===== config.mk =====
export PLATFORM = sky130hd
export DESIGN_NAME = if_id_skid_stage_flat
export DESIGN_NICKNAME = d
export VERILOG_FILES = /design/src/rtl/pipe_pkg.sv /design/src/rtl/if_id_skid_stage_if.sv /design/src/rtl/sat_counter.sv /design/src/rtl/if_id_skid_stage.sv /design/src/flat_wrapper.sv
export SDC_FILE = /design/constraint.sdc
export NUM_CORES = 1
export LEC_CHECK = 0
export BUFFER_PORTS_ARGS = -buffer_cell sky130_fd_sc_hd__buf_2
export CORE_UTILIZATION = 51
export CTS_BUF_LIST = sky130_fd_sc_hd__clkbuf_16
export DETAILED_ROUTE_END_ITERATION = 6
export PLACE_DENSITY = 0.76
export SLEW_MARGIN = 20
export SYNTH_ARGS = -nofsm -noshare
export SYNTH_HDL_FRONTEND = slang
export SYNTH_SLANG_ARGS = --single-unit

===== constraint.sdc =====
create_clock -name clk -period 3.2 [get_ports clk]
set_input_delay 0.32 -clock clk [delete_from_list [all_inputs] [get_ports clk]]
set_output_delay 0.32 -clock clk [all_outputs]
set_load 0.02 [all_outputs]

===== src/rtl/pipe_pkg.sv =====
// Shared types and defaults for the fetch/decode pipeline stages.
// Latency: n/a (types and constants only).
// Backpressure: n/a.
package pipe_pkg;

  // Encoding doubles as the occupancy count of the skid stage.
  typedef enum logic [1:0] {
    EMPTY = 2'd0,
    ONE   = 2'd1,
    TWO   = 2'd2
  } skid_state_t;

  localparam int          PC_SIZE_DEF   = 18;
  localparam int          DATA_SIZE_DEF = 32;
  localparam logic [31:0] NOP_ENC       = 32'h0000_0000;

endpackage


===== src/rtl/if_id_skid_stage_if.sv =====
// Fetch/decode handshake bundle for the IF/ID skid stage.
// Latency: n/a (wiring only).
// Backpressure: IF_ready from the stage, ID_ready from decode.
// Ports: IF_valid/IF_ready/IF_PC/IF_ir/IF_Flush on the fetch side,
//        ID_valid/ID_ready/ID_PC/ID_ir on the decode side.
interface if_id_skid_stage_if #(
  parameter int PC_SIZE   = 18,
  parameter int DATA_SIZE = 32
);
  logic                 IF_valid;
  logic                 IF_ready;
  logic [PC_SIZE-1:0]   IF_PC;
  logic [DATA_SIZE-1:0] IF_ir;
  logic                 IF_Flush;
  logic                 ID_valid;
  logic                 ID_ready;
  logic [PC_SIZE-1:0]   ID_PC;
  logic [DATA_SIZE-1:0] ID_ir;

  // Environment side: fetch drives the input, decode consumes the output.
  modport master (
    output IF_valid, IF_PC, IF_ir, IF_Flush, ID_ready,
    input  IF_ready, ID_valid, ID_PC, ID_ir
  );

  // Pipeline stage side.
  modport slave (
    input  IF_valid, IF_PC, IF_ir, IF_Flush, ID_ready,
    output IF_ready, ID_valid, ID_PC, ID_ir
  );
endinterface


===== src/rtl/sat_counter.sv =====
// Saturating up-counter for stage statistics.
// Latency: count updates on the edge after inc is sampled.
// Backpressure: none; holds at all-ones once saturated.
// Ports: clk, rst (sync, active high), inc (increment enable), cnt (count).
module sat_counter #(
  parameter int W = 8
) (
  input  logic         clk,
  input  logic         rst,
  input  logic         inc,
  output logic [W-1:0] cnt
);

  always_ff @(posedge clk) begin
    if (rst) begin
      cnt <= '0;
    end else if (inc && (cnt != '1)) begin
      cnt <= cnt + W'(1);
    end
  end

endmodule


===== src/rtl/if_id_skid_stage.sv =====
// IF/ID pipeline register with a 2-entry skid buffer and flush.
// Latency: 1 cycle from input transfer to ID_valid; no comb path in->out.
// Backpressure: IF_ready is registered and drops only when both entries are full.
// Ports: clk, rst (sync, active high), bus (handshake bundle, slave side),
//        occupancy (entries held), flush_cnt (flushes that killed live entries).
module if_id_skid_stage
  import pipe_pkg::*;
#(
  parameter int                   PC_SIZE   = PC_SIZE_DEF,
  parameter int                   DATA_SIZE = DATA_SIZE_DEF,
  parameter logic [DATA_SIZE-1:0] NOP_IR    = DATA_SIZE'(NOP_ENC),
  parameter int                   CNT_W     = 8
) (
  input  logic                clk,
  input  logic                rst,
  if_id_skid_stage_if.slave   bus,
  output logic [1:0]          occupancy,
  output logic [CNT_W-1:0]    flush_cnt
);

  skid_state_t          state_q, state_d;
  logic [PC_SIZE-1:0]   m_pc_q, m_pc_d, s_pc_q, s_pc_d;
  logic [DATA_SIZE-1:0] m_ir_q, m_ir_d, s_ir_q, s_ir_d;
  logic                 if_ready_q;
  logic                 in_xfer, out_xfer, flush_hit;

  assign in_xfer   = bus.IF_valid && if_ready_q;
  assign out_xfer  = (state_q != EMPTY) && bus.ID_ready;
  assign flush_hit = bus.IF_Flush && (state_q != EMPTY);

  // Next-state and datapath. M is cleared whenever the stage drains so the
  // outputs can be driven straight from the register without a valid mux.
  always_comb begin
    state_d = state_q;
    m_pc_d  = m_pc_q;
    m_ir_d  = m_ir_q;
    s_pc_d  = s_pc_q;
    s_ir_d  = s_ir_q;

    if (bus.IF_Flush) begin
      state_d = EMPTY;
      m_pc_d  = '0;
      m_ir_d  = NOP_IR;
      s_pc_d  = '0;
      s_ir_d  = NOP_IR;
    end else begin
      unique case (state_q)
        EMPTY: begin
          if (in_xfer) begin
            state_d = ONE;
            m_pc_d  = bus.IF_PC;
            m_ir_d  = bus.IF_ir;
          end
        end
        ONE: begin
          unique case ({in_xfer, out_xfer})
            2'b10: begin
              state_d = TWO;
              s_pc_d  = bus.IF_PC;
              s_ir_d  = bus.IF_ir;
            end
            2'b01: begin
              state_d = EMPTY;
              m_pc_d  = '0;
              m_ir_d  = NOP_IR;
            end
            2'b11: begin
              m_pc_d = bus.IF_PC;
              m_ir_d = bus.IF_ir;
            end
            default: ;
          endcase
        end
        TWO: begin
          // IF_ready is low here, so only the drain side can move.
          if (out_xfer) begin
            state_d = ONE;
            m_pc_d  = s_pc_q;
            m_ir_d  = s_ir_q;
            s_pc_d  = '0;
            s_ir_d  = NOP_IR;
          end
        end
        default: state_d = EMPTY;
      endcase
    end
  end

  always_ff @(posedge clk) begin
    if (rst) begin
      state_q    <= EMPTY;
      m_pc_q     <= '0;
      m_ir_q     <= NOP_IR;
      s_pc_q     <= '0;
      s_ir_q     <= NOP_IR;
      if_ready_q <= 1'b1;
    end else begin
      state_q    <= state_d;
      m_pc_q     <= m_pc_d;
      m_ir_q     <= m_ir_d;
      s_pc_q     <= s_pc_d;
      s_ir_q     <= s_ir_d;
      // Registered copy of (state != TWO) so fetch never sees decode timing.
      if_ready_q <= (state_d != TWO);
    end
  end

  assign bus.IF_ready = if_ready_q;
  assign bus.ID_valid = (state_q != EMPTY);
  assign bus.ID_PC    = m_pc_q;
  assign bus.ID_ir    = m_ir_q;
  assign occupancy    = state_q;

  sat_counter #(.W(CNT_W)) u_flush_cnt (
    .clk (clk),
    .rst (rst),
    .inc (flush_hit),
    .cnt (flush_cnt)
  );

endmodule


===== src/flat_wrapper.sv =====
// flat-port wrapper written by rule: the top's interface ports become plain ports
module if_id_skid_stage_flat import pipe_pkg::*;
#(
  parameter int                   PC_SIZE   = PC_SIZE_DEF,
  parameter int                   DATA_SIZE = DATA_SIZE_DEF,
  parameter logic [DATA_SIZE-1:0] NOP_IR    = DATA_SIZE'(NOP_ENC),
  parameter int                   CNT_W     = 8
)
  (clk, rst, occupancy, flush_cnt, bus_IF_valid, bus_IF_PC, bus_IF_ir, bus_IF_Flush, bus_ID_ready, bus_IF_ready, bus_ID_valid, bus_ID_PC, bus_ID_ir);
  if_id_skid_stage_if #(.PC_SIZE(PC_SIZE), .DATA_SIZE(DATA_SIZE)) bus_i ();
  input  logic clk;
  input  logic rst;
  output logic [1:0] occupancy;
  output logic [CNT_W-1:0] flush_cnt;
  input wire logic [$bits(bus_i.IF_valid)-1:0] bus_IF_valid;
  input wire logic [$bits(bus_i.IF_PC)-1:0] bus_IF_PC;
  input wire logic [$bits(bus_i.IF_ir)-1:0] bus_IF_ir;
  input wire logic [$bits(bus_i.IF_Flush)-1:0] bus_IF_Flush;
  input wire logic [$bits(bus_i.ID_ready)-1:0] bus_ID_ready;
  output wire logic [$bits(bus_i.IF_ready)-1:0] bus_IF_ready;
  output wire logic [$bits(bus_i.ID_valid)-1:0] bus_ID_valid;
  output wire logic [$bits(bus_i.ID_PC)-1:0] bus_ID_PC;
  output wire logic [$bits(bus_i.ID_ir)-1:0] bus_ID_ir;
  assign bus_i.IF_valid = bus_IF_valid;
  assign bus_i.IF_PC = bus_IF_PC;
  assign bus_i.IF_ir = bus_IF_ir;
  assign bus_i.IF_Flush = bus_IF_Flush;
  assign bus_i.ID_ready = bus_ID_ready;
  assign bus_IF_ready = bus_i.IF_ready;
  assign bus_ID_valid = bus_i.ID_valid;
  assign bus_ID_PC = bus_i.ID_PC;
  assign bus_ID_ir = bus_i.ID_ir;
  if_id_skid_stage #(.PC_SIZE(PC_SIZE), .DATA_SIZE(DATA_SIZE), .NOP_IR(NOP_IR), .CNT_W(CNT_W)) u_core (.clk(clk), .rst(rst), .bus(bus_i), .occupancy(occupancy), .flush_cnt(flush_cnt));
endmodule

==> metrics, run 1 <==
Final WS setup=0.7177 ns; area grow syn2layout=17.57%; pre-CTS WS=0.7633 ns; kind of critical path=flop to flop; ANT nets after route=0; Post-synth top cells=111 x dfxtp_1, 109 x nand2_1; I/O Pins=117; largest net degree at the start of global routing=51; Yosys warning count=0; hold depth=3; first-iteration detailed-routing DRC count=331; share of flip-flops with an asynchronous set or reset=0%; number of endpoints failing setup at the final stage=0; vias in the first global route=4127; post-synth top area share=44.83%; unrepaired setup endpoints after global routing=no; Yosys reg bits=111; pwr/cell area=512.0 nW/um^2; clock latency at the later pin of the worst-skew pair=0.34 ns; routed len/inst=16.82 um; HP Class=primary input to flop; clock root buffer=clkbuf_16; status=finished, final reports clean; overflow left after global routing=0; CP Max Fanout=31; Die Ht=100.6 um; cell taking the most area after synthesis=dfxtp_1; Synth Net Count=603; most used cell, CP=ha_1; layout cell share with drive strength beyond 1=32.22%; first-pass detailed-route iteration total=5; Leakage=0.002300 uW; GP Congestion=0.8141; CTS tree=done; Reg clk slew, reported paths=0.07 ns; first-pass GRT wire length=20.09 mm; CP Capture Type=flop; dpl hpwl=8.184 mm; CP Launch Type=flop; Synth area leaders=dfxtp_1 45%, a211oi_2 13%, nand2_1 8.3%; # hold bufs at CTS=0; count leader, synth=dfxtp_1; arrival time at the worst endpoint=2.69 ns; Setup TNS Final=0 ns; clk sinks=111; min Tclk post-route=2.482 ns; FP Rows=35; final hold vios=0; CP max stage delay=0.39 ns; htree depth=3; Initial Util=53.15%; antenna violations before repair=0; cells on worst reg2reg path=10; Post-Syn Area per Cell=9.146 um^2; Achievable Freq=402.9 MHz; Seq/Total Area, Yosys=44.83%; Req. time, crit path=3.41 ns; Hold Slack=0.2397 ns; Final Max Slew Viols=0; worst path cell trace=inv_1, ha_1, nand2b_4, inv_2, ha_1, nand2_1, nand2_2, buf_12, a22oi_1, a211oi_2; actual slew at the worst max-slew pin=0.7488 ns; full die area=10120 um^2; Core Box Area=9328 um^2; Post-Syn Area=4957 um^2; Total Nets Final=686; I/O Buffers=116; Worst Skew=0.007397 ns; number of synthesized flops with an enable pin=0; GRT Util Overall=24.83%; CTS Buf Count=9; clock buffer depth=2; Worst VDD drop=0.2754 mV; Max Cap Viol=0; Post-CTS Resized=0; Final period util=77.57%; DRC violations left=0; Slew HR=49.96%; Cells after Synth=542; Die W=100.6 um; vias=4509; diode count=0; Crit-path slowest cell=ha_1; drt total wl=12.77 mm; post-CTS setup buffer count=0; Pwr Total=2984 uW; via/cell ratio=5.941; Unique masters post-synth=40; ys flop type=dfxtp_1
## final timing paths
| check | from | to | slack [ns] |
|---|---|---|---|
| worst min-delay path | bus_IF_ir[21] | u_core.s_ir_q[21]$_SDFFE_PP0P_ | 0.24 |
| worst max-delay path | u_core.occupancy[1]$_SDFF_PP0_ | u_core.bus.ID_PC[5]$_SDFFE_PP0P_ | 0.72 |
| worst min register to register | u_core.s_ir_q[11]$_SDFFE_PP0P_ | u_core.s_ir_q[11]$_SDFFE_PP0P_ | 0.47 |
| worst max register to register | u_core.occupancy[1]$_SDFF_PP0_ | u_core.bus.ID_PC[5]$_SDFFE_PP0P_ | 0.72 |
## layout make-up
type	instances	area (um^2)
timing repair buffer	130	735.7
multi-input combinational	368	2424
inverter	5	18.77
tap	129	161.4
clock inverter	7	41.29
sequential	111	2222
clock buffer	9	225.2
fill	779	3500
## layer usage
metal / GRT usage, % / up-vias / wire length (um)
met4: 6.912 / 0 / 214
met2: 41.78 / 165 / 6145
li1: - / 2151 / -
met3: 4.924 / 19 / 694
met1: 32.42 / 2174 / 5711
met5: 0 / - / 0
## state kept, by name, summed over array words and instances, names as in the netlist
name / count
u_core.bus.ID_PC: 18
u_core.bus.ID_ir: 32
u_core.bus.IF_ready: 1
u_core.occupancy: 2
u_core.s_ir_q: 32
u_core.s_pc_q: 18
u_core.u_flush_cnt.cnt: 8
## per-stage QoR
step           util [%]  instances  area [um^2]
6_report          62.48        759         5828
5_1_grt           62.48        759         5828
4_1_cts           62.48        759         5828
3_5_place_dp      59.62        743         5562
3_3_place_gp      59.62        743         5562
2_1_floorplan         -        542         4957
## cells by family (layout without fill, tap and decap cells)
kind of cell / Yosys count / after routing / synth area share [%]
adder cells (fa/ha/maj): 6 / 6 / 1.514
flip-flops: 111 / 111 / 44.83
multiplexers: 3 / 3 / 0.6058
AO/OA/AOI/OAI: 211 / 211 / 33.27
XOR/XNOR: 3 / 3 / 0.5301
AND/OR/NAND/NOR: 145 / 145 / 12.39
buffers and inverters: 63 / 151 / 6.865
## worst max-delay path, delay by kind of cell (launching register included)
kind                       cells  cell delay, ns
adders and majority gates      2            0.57
and+or+nand+nor                3            0.59
AOI/OAI and AO/OA              2            0.37
DFF                            1            0.37
buffers and inverters          3            0.44
## where the power goes
group,internal (uW),total [uW],switching [uW]
clock,522,1010,489
combinational,181,511,330
sequential,1430,1460,31.0
## cell usage in the layout, fill, tap and decap left out, drive strengths merged, types with 3 or more instances in the layout
cell type and n:
xor2 3, o22ai 51, buf 130, dfxtp 111, mux2i 3, nand4 3
ha 6, o21ai 3, a22oi 50, nor3 3, a21oi 51, inv 6
clkinv 5, a211oi 50, nand2 109, clkbuf 9, nor2 13
No activity file was read; power rests on OpenSTA's default activity.
==> inputs of run 2 (changes only) <==
==> constraint.sdc (replaced) <==
create_clock -name clk -period 2.45 [get_ports clk]
set_input_delay 0.245 -clock clk [delete_from_list [all_inputs] [get_ports clk]]
set_output_delay 0.245 -clock clk [all_outputs]
set_load 0.02 [all_outputs]
==> metrics, run 2 (synthesis gave the netlist of run 1 again) <==
layout cell share with drive strength beyond 1=32.97% (was 32.22%); Die W=100.6 um (unchanged); CP Depth=10 (unchanged); I/O Buffers=116 (unchanged); met3 usage=4.369% (was 4.924%); pre-CTS WS=0.4054 ns (was 0.7633 ns); CP Max Fanout=27 (was 31); actual slew at the worst max-slew pin=0.7576 ns (was 0.7488 ns); CP Capture Type=flop (unchanged); Setup TNS Final=0 ns (unchanged); Worst Skew=0.009372 ns (was 0.007397 ns); HP Class=primary input to flop (unchanged); kind of critical path=flop to flop (unchanged); clock root buffer=clkbuf_16 (unchanged); GR Util met1=34.18% (was 32.42%); Die Ht=100.6 um (unchanged); CTS Buf Count=9 (unchanged); first-iteration detailed-routing DRC count=182 (was 331); GRT Util Overall=25.92% (was 24.83%); vias in the first global route=4284 (was 4127); unrepaired setup endpoints after global routing=no (unchanged); Worst Hold Launch=bus_IF_ir[13] (was bus_IF_ir[21]); Crit-path slowest cell=dfxtp_1 (was ha_1); CP max stage delay=0.42 ns (was 0.39 ns); Initial Util=53.15% (unchanged); CTS tree=done (unchanged); RR Endpoint=u_core.bus.ID_ir[24]$_SDFFE_PP0P_ (was u_core.bus.ID_PC[5]$_SDFFE_PP0P_); Final Max Slew Viols=0 (unchanged); full die area=10120 um^2 (unchanged); routed len/inst=16.96 um (was 16.82 um); Leakage=0.002328 uW (was 0.002300 uW); post-CTS setup buffer count=0 (unchanged); htree depth=3 (unchanged); Achievable Freq=478.1 MHz (was 402.9 MHz); vias=4514 (was 4509); Post-CTS Resized=0 (unchanged); Top delay family on crit path=buffers and inverters (was simple AND/OR/NAND/NOR gates); Sequential cell area=2222 um^2 (unchanged); overflow left after global routing=0 (unchanged); clock latency at the later pin of the worst-skew pair=0.35 ns (was 0.34 ns); Final WS setup=0.3584 ns (was 0.7177 ns); Final period util=85.37% (was 77.57%); largest net degree at the start of global routing=73 (was 51); crit path to=u_core.bus.ID_ir[24]$_SDFFE_PP0P_ (was u_core.bus.ID_PC[5]$_SDFFE_PP0P_); CP Launch Type=flop (unchanged); multi-input logic area=2424 um^2 (unchanged); dpl hpwl=8.353 mm (was 8.184 mm); gr busiest metal=met2 (unchanged); final hold vios=0 (unchanged); clock buffer depth=2 (unchanged); I/O Pins=117 (unchanged); worst path cell trace=inv_1, ha_1, nand2b_4, inv_2, ha_1, nand2_1, nand2_2, buf_4, a22oi_1, a211oi_2 (was inv_1, ha_1, nand2b_4, inv_2, ha_1, nand2_1, nand2_2, buf_12, a22oi_1, a211oi_2); most used cell, CP=ha_1 (unchanged); Buf+Inv Stages, Crit Path=3 (unchanged); GR Layer Usage met2=42.15% (was 41.78%); drt total wl=12.94 mm (was 12.77 mm); Worst Setup SP=u_core.occupancy[1]$_SDFF_PP0_ (unchanged); clk sinks=111 (unchanged); Worst VDD drop=0.5020 mV (was 0.2754 mV); cells on worst reg2reg path=10 (unchanged); number of endpoints failing setup at the final stage=0 (unchanged); first-pass GRT wire length=20.89 mm (was 20.09 mm); antenna violations before repair=0 (unchanged); ANT nets after route=0 (unchanged); reg2reg setup slack=0.36 ns (was 0.72 ns); GP Congestion=0.8339 (was 0.8141); fillcell total=813 (was 779); reg2reg start=u_core.occupancy[1]$_SDFF_PP0_ (unchanged); FP Rows=35 (unchanged); DRC violations left=0 (unchanged); Core Box Area=9328 um^2 (unchanged); via/cell ratio=5.916 (was 5.941); # hold bufs at CTS=0 (unchanged); commonest non-fill, non-tap cells in the layout=116 x buf_2, 111 x dfxtp_1, 108 x nand2_1 (unchanged); diode count=0 (unchanged); pwr/cell area=695.0 nW/um^2 (was 512.0 nW/um^2); Req. time, crit path=2.71 ns (was 3.41 ns); Max Cap Viol=0 (unchanged); Slew HR=49.50% (was 49.96%); most common cell after layout, fill and taps aside=buf_2 (unchanged); area grow syn2layout=18.70% (was 17.57%); Total Nets Final=690 (was 686); arrival time at the worst endpoint=2.35 ns (was 2.69 ns); Reg clk slew, reported paths=0.08 ns (was 0.07 ns); first-pass detailed-route iteration total=5 (unchanged); status=finished, final reports clean (unchanged); min Tclk post-route=2.092 ns (was 2.482 ns)
-- run 2: worst min path at each step --
stage                                      to  depth (start not counted)
5_1_grt        u_core.s_ir_q[23]$_SDFFE_PP0P_                          3
3_3_place_gp   u_core.s_ir_q[31]$_SDFFE_PP0P_                          2
2_1_floorplan   u_core.s_ir_q[0]$_SDFFE_PP0P_                          2
6_report       u_core.s_ir_q[13]$_SDFFE_PP0P_                          3
4_1_cts        u_core.s_ir_q[13]$_SDFFE_PP0P_                          3
3_5_place_dp    u_core.s_ir_q[9]$_SDFFE_PP0P_                          2
-- run 2: worst register-to-register path, stage by stage, from the launching register on --
cell      delay (ns)
dfxtp_1         0.42
inv_1           0.10
ha_1            0.21
nand2b_4        0.17
inv_2           0.07
ha_1            0.15
nand2_1         0.06
nand2_2         0.08
buf_4           0.31
a22oi_1         0.17
a211oi_2        0.25
-- run 2: layer usage --
metal / vias to the layer above / part of all wire, % / routed length, um
li1: 2157 / - / -
met1: 2161 / 44 / 5711
met2: 169 / 48 / 6257
met3: 27 / 5.5 / 717
met4: 0 / 1.9 / 252
met5: - / 0 / 0
-- run 2: final cells by class --
| type | instances | share of cell area, % |
|---|---|---|
| clock inverter | 7 | 1.361 |
| timing repair buffer | 134 | 12.80 |
| inverter | 5 | 0.3189 |
| sequential | 111 | 37.76 |
| tap | 129 | 2.743 |
| multi-input combinational | 368 | 41.19 |
| clock buffer | 9 | 3.827 |
-- run 2: through the flow --
step	instances	utilization [%]	hold slack, ns	cell area, um^2	total power (uW)
CTS	763	63.09	0.1460	5884	4097
floorplan	542	-	0.3953	4957	2425
detailed placement	747	59.81	0.4579	5579	2622
global placement	747	59.81	0.4534	5579	2602
finish	763	63.09	0.1493	5884	4090
global route	763	63.09	0.1568	5884	4231
-- run 2: power breakdown --
group	switching (uW)	internal, uW	total (uW)
clock	699	807	1510
combinational	434	242	676
sequential	39.2	1870	1910
total	1170	2920	4090
